### config.mk
export PLATFORM = sky130hd
export DESIGN_NAME = regfile_writeback
export DESIGN_NICKNAME = d
export VERILOG_FILES = /design/src/rtl/regfile_writeback_pkg.sv /design/src/rtl/regfile_writeback_decoder.sv /design/src/rtl/regfile_writeback.sv
export SDC_FILE = /design/constraint.sdc
export NUM_CORES = 2
export LEC_CHECK = 0
export ABC_AREA = 1
export CAP_MARGIN = 5
export CORE_AREA = 2 2 439 441
export CTS_CLUSTER_DIAMETER = 200
export DETAILED_ROUTE_END_ITERATION = 10
export DIE_AREA = 0 0 441 443
export DONT_BUFFER_PORTS = 1
export GPL_TIMING_DRIVEN = 0
export PLACE_DENSITY_LB_ADDON = 0.3
export SLEW_MARGIN = 20
export SYNTH_ARGS = -nofsm -noshare
export SYNTH_HDL_FRONTEND = slang
export SYNTH_SLANG_ARGS = --single-unit
### constraint.sdc
create_clock -name clock -period 2.3 [get_ports clock]
set_input_delay 0.23 -clock clock [delete_from_list [all_inputs] [get_ports clock]]
set_output_delay 0.23 -clock clock [all_outputs]
set_load 0.01 [all_outputs]
### src/rtl/regfile_writeback_pkg.sv
// Shared constants and types for the integer register-file write side.
package regfile_writeback_pkg;

  localparam int XLEN      = 32;
  localparam int NREGS     = 32;
  localparam int REG_IDX_W = 5;

  // Producer identifiers, also used as the round-robin "last winner" record.
  localparam logic SRC_ALU = 1'b0;
  localparam logic SRC_MD  = 1'b1;

  localparam logic [REG_IDX_W-1:0] ZERO_REG = '0;

  // One write-back request: a destination and its data, plus a valid flag.
  typedef struct packed {
    logic                 valid;
    logic [REG_IDX_W-1:0] rd;
    logic [XLEN-1:0]      data;
  } wb_req_t;

endpackage

### src/rtl/regfile_writeback_decoder.sv
// 5-to-32 one-hot decoder with enable; the structural inverse of a read mux.
module decoder_5to32
  import regfile_writeback_pkg::*;
(
  input  logic [REG_IDX_W-1:0] idx,
  input  logic                 en,
  output logic [NREGS-1:0]     onehot
);

  // Raise exactly one bit when enabled, none otherwise.
  always_comb begin
    onehot = '0;
    if (en) onehot[idx] = 1'b1;
  end

endmodule

### src/rtl/regfile_writeback.sv
// Write side of the 32x32 register file: two-producer write-back arbitration
// with a one-entry skid buffer, one-hot register update and busy scoreboard.
//
// Handshake: a producer transfers on a rising edge where valid & ready are both
// 1; ready is a function of internal state only (never of valid), and a
// producer holds rd/data stable while valid=1 and ready=0.
module regfile_writeback
  import regfile_writeback_pkg::*;
(
  input  logic                  clock,
  input  logic                  reset_n,
  input  logic                  alu_valid,
  output logic                  alu_ready,
  input  logic [4:0]            alu_rd,
  input  logic [31:0]           alu_data,
  input  logic                  md_valid,
  output logic                  md_ready,
  input  logic [4:0]            md_rd,
  input  logic [31:0]           md_data,
  input  logic                  issue_valid,
  input  logic [4:0]            issue_rd,
  output logic [31:0]           busy,
  output logic [1023:0]         regs_flat
);

  logic [XLEN-1:0]  regs_q [NREGS];
  logic [XLEN-1:0]  regs_d [NREGS];
  logic [NREGS-1:0] busy_q, busy_d;
  wb_req_t          skid_q, skid_d;
  logic             last_win_q, last_win_d;
  logic             rdy_en_q, rdy_en_d;

  wb_req_t          alu_req, md_req, wr;
  logic             ready, alu_fire, md_fire;
  logic [NREGS-1:0] wr_we, issue_set;

  // Both producers see the same ready: open once out of reset, shut while the
  // skid entry is waiting to drain.
  assign ready     = rdy_en_q & ~skid_q.valid;
  assign alu_ready = ready;
  assign md_ready  = ready;
  assign alu_fire  = alu_valid & ready;
  assign md_fire   = md_valid & ready;

  assign alu_req = '{valid: 1'b1, rd: alu_rd, data: alu_data};
  assign md_req  = '{valid: 1'b1, rd: md_rd,  data: md_data};

  // Select the single write for this cycle; the contention loser goes to skid.
  always_comb begin
    wr         = '0;
    skid_d     = '0;
    last_win_d = last_win_q;
    rdy_en_d   = 1'b1;
    if (skid_q.valid) begin
      wr = skid_q;
    end else if (alu_fire && md_fire) begin
      if (last_win_q == SRC_MD) begin
        wr         = alu_req;
        skid_d     = md_req;
        last_win_d = SRC_ALU;
      end else begin
        wr         = md_req;
        skid_d     = alu_req;
        last_win_d = SRC_MD;
      end
    end else if (alu_fire) begin
      wr = alu_req;
    end else if (md_fire) begin
      wr = md_req;
    end
  end

  // x0 is excluded at the decoder enable, so it is never written or marked busy.
  decoder_5to32 u_wr_dec (
    .idx    (wr.rd),
    .en     (wr.valid && (wr.rd != ZERO_REG)),
    .onehot (wr_we)
  );

  decoder_5to32 u_issue_dec (
    .idx    (issue_rd),
    .en     (issue_valid && (issue_rd != ZERO_REG)),
    .onehot (issue_set)
  );

  // Register update and scoreboard; a same-edge issue beats the clear.
  always_comb begin
    busy_d = (busy_q & ~wr_we) | issue_set;
    for (int i = 0; i < NREGS; i++) begin
      regs_d[i] = wr_we[i] ? wr.data : regs_q[i];
    end
  end

  // State register; reset discards any pending skid entry and blocks the write.
  always_ff @(posedge clock) begin
    if (!reset_n) begin
      for (int i = 0; i < NREGS; i++) regs_q[i] <= '0;
      busy_q     <= '0;
      skid_q     <= '0;
      last_win_q <= SRC_ALU;
      rdy_en_q   <= 1'b0;
    end else begin
      for (int i = 0; i < NREGS; i++) regs_q[i] <= regs_d[i];
      busy_q     <= busy_d;
      skid_q     <= skid_d;
      last_win_q <= last_win_d;
      rdy_en_q   <= rdy_en_d;
    end
  end

  assign busy = busy_q;

  genvar g;
  generate
    for (g = 0; g < NREGS; g++) begin : g_flat
      assign regs_flat[XLEN*g +: XLEN] = regs_q[g];
    end
  endgenerate

endmodule

==> run summary <==
Outcome: finished, violations left
Failing checks: negative setup slack
Tcrit/Tclk final: 1.04
Fin area: 58700 um2
FF+latch count, synth: 1096
Global route overflow: 0
Pre-antenna DRT Iters: 6
Yosys cell types: 24
Critical path required time: 3.00 ns
Post-DRT Antenna Nets: 0
Power Dens Cells: 854 nW/um2
Share of cells above drive strength 1: 0.176
PortBufs: 0
Clock Path Buffers: 3
Vias/cell: 4.89
Max IR drop VDD: 0.000723 V
Mux contribution to synthesized area: 0
Mapped Cells: 5867
Top cell type's share of synthesized area: 0.524
XOR/XNOR share of the synthesized area: 0
Total power draw: 50.2 mW
DRC: 0
Setup Skew: 0.0216 ns
Initial antenna violation count: 20
Critical Path End Type: flip-flop
Synth-to-Final Area Change: 40.1%
Die Area: 195000 um2
Mapped Area: 41900 um2
Ys Warns: 0
Fmax: 418 MHz
Critical path class: reg2reg
Worst-Margin Slew: 1.20 ns
Static Leakage: 24.5 nW
H-tree depth: 4
Post-Syn Nets: 5951
Routed wire length: 289000 um
Worst Setup Slack, final: -0.0938 ns
Critical-path maximum fanout: 7
Sequential share of the synthesized area: 0.524
DP Area: 46300 um2
Final Slew Violations: 0
Worst relative slew slack: 0.201
CTS tree: built
GP Congestion: 0.929
Simple-Gate Fraction of Synth Area: 0.321
IO Count: 1142
Worst min-delay path class: in2reg
Starting Density: 0.219
Row count: 161
Setup TNS Final: -5.08 ns
Hold WS: 0.0112 ns
Nets: 6466
RSZ-0062 raised after global routing: true
CTS Root Buffer Type: clkbuf_16
Yosys top cell by area: dfxtp_1
Via count: 44100
Top cells by area, synth: dfxtp_1, nor2_1, nand2_1
CTS clk-pin slew, worst paths: 0.06 ns
Post-Synth Adder-Cell Area: 0
Compound-Gate Fraction of Synth Area: 0.0858
Later-pin clock latency in the skew report: 0.82 ns
Final cell utilization of the core: 0.307
DRT iter0 DRCs: 4411
CTS sink cnt: 1096
Largest family of logic cells by synthesized area: simple AND/OR/NAND/NOR gates
Endpoints failing setup: 220
DP Wirelength: 215000 um
CTS buffer count: 133
Detailed-route wire length per cell: 32.0 um
Pin count of the biggest net entering global routing: 19
Overall die height: 443 um
First-pass GRT wire length: 369000 um
Arrival @ worst endpoint: 3.10 ns
Max Cap Viol: 0
Vias in the first global route: 40200
Final hold vios: 0
R2r setup slk: -0.09 ns
Type of origin of the critical path: flip-flop
Gr usage total: 0.280
Syn_area_per_cell: 7.14 um2
Core area: 191000 um2
Tmin final: 2.39 ns
DIE WIDTH: 441 um
-- kinds of logic (layout without fill, tap and decap cells) --
kind of cell,after synthesis,count (layout)
and+or+nand+nor,3368,3370
DFF,1096,1096
AOI/OAI and AO/OA,704,704
buffers and inverters,699,1313
other,0,11
-- per-stage QoR --
step / cells / worst slack, ns
after floorplan: 5867 / 0.217
after global placement: 8393 / -3.03
after global routing: 9010 / -0.156
after CTS: 8892 / -0.141
final: 9020 / -0.0938
after detailed placement: 8437 / -2.01
-- timing repair --
| action | in CTS | in global routing |
|---|---|---|
| gates cloned | 9 | 29 |
| endpoints found under the setup margin | 1055 | 1048 |
| pin swaps | 44 | 79 |
| gates resized for setup | 662 | 595 |
| buffers inserted | 123 | 91 |
| hold buffers | 89 | 0 |
| hold endpoints to repair | 84 | 0 |
-- final timing paths --
path / startpoint / to / depth (start not counted)
setup reg to reg: skid_q[37] / regs_q[0][473] / 16
setup / recovery: skid_q[37] / regs_q[0][473] / 16
hold reg to reg: regs_q[0][6] / regs_q[0][6] / 2
hold / removal: alu_data[5] / regs_q[1][165] / 7
-- cell usage in the layout (no fill, tap or decap), types with 56 or more instances in the layout --
| master | instances |
|---|---|
| nor3_1 | 89 |
| nand4_1 | 100 |
| dfxtp_1 | 1093 |
| nand3_4 | 56 |
| inv_1 | 186 |
| nand3_1 | 158 |
| clkbuf_1 | 109 |
| buf_6 | 88 |
| nand2_1 | 1253 |
| o21ai_1 | 106 |
| o21ai_0 | 329 |
| buf_12 | 110 |
| buf_4 | 184 |
| a21oi_1 | 223 |
| clkbuf_16 | 172 |
| dlygate4sd3_1 | 89 |
| nor2_1 | 1544 |
-- critical path, stage by stage (launching register included) --
cell and delay [ns]:
dfxtp_4 0.36, inv_6 0.07, nand3_4 0.11, nor2_4 0.17, buf_6 0.15, nand2_4 0.07
nand3_4 0.17, buf_4 0.14, buf_4 0.12, nand3_4 0.08, buf_12 0.15, nor2_4 0.14
buf_8 0.17, buf_8 0.13, nand2_2 0.05, nand2_2 0.10, nor2_1 0.07
-- metal layers --
| layer | part of all wire | global-route usage | vias up | wire length [um] |
|---|---|---|---|---|
| met5 | 0.00019 | 0 | - | 54 |
| li1 | - | - | 19600 | - |
| met1 | 0.37 | 0.316 | 21200 | 107000 |
| met3 | 0.097 | 0.0870 | 725 | 27900 |
| met2 | 0.46 | 0.460 | 2612 | 134000 |
| met4 | 0.070 | 0.166 | 8 | 20200 |
-- cell type report --
class | instances | area, um2
tap | 2526 | 3160
antenna | 11 | 27.5
clock inverter | 52 | 634
buffer | 462 | 4080
multi-input combinational | 4074 | 18600
sequential | 1096 | 22000
timing repair buffer | 381 | 5270
inverter | 233 | 1090
timing repair inverter | 1 | 11.3
fill | 20400 | 132000
clock buffer | 184 | 3880
-- flip-flops by register name (all words and copies together), names as in the netlist --
register    count
rdy_en_q        1
busy           32
regs_q       1024
skid_q         38
last_win_q      1
-- power by group --
group,internal [mW],switching (mW),leakage [nW]
sequential,19.5,0.812,8.86
clock,12.6,9.44,2.21
combinational,2.50,5.29,13.5
total,34.6,15.5,24.5
-- cells in the mapped netlist --
library cell     n
nor2_1        1587
nand2_1       1333
dfxtp_1       1096
o21ai_0        398
clkbuf_1       244
a21oi_1        231
nand3_1        211
inv_1          209
buf_2          153
nand4_1        100
nor3_1          98
buf_1           50
o21ai_1         47
o21bai_1        28
buf_4           17
inv_2           16
nor2_2          14
nand3_2         12
clkinv_1         8
nor2_4           5
nand2_2          4
buf_6            2
nand3_4          2
nor4_1           2
No activity file was read; power rests on OpenSTA's default activity.
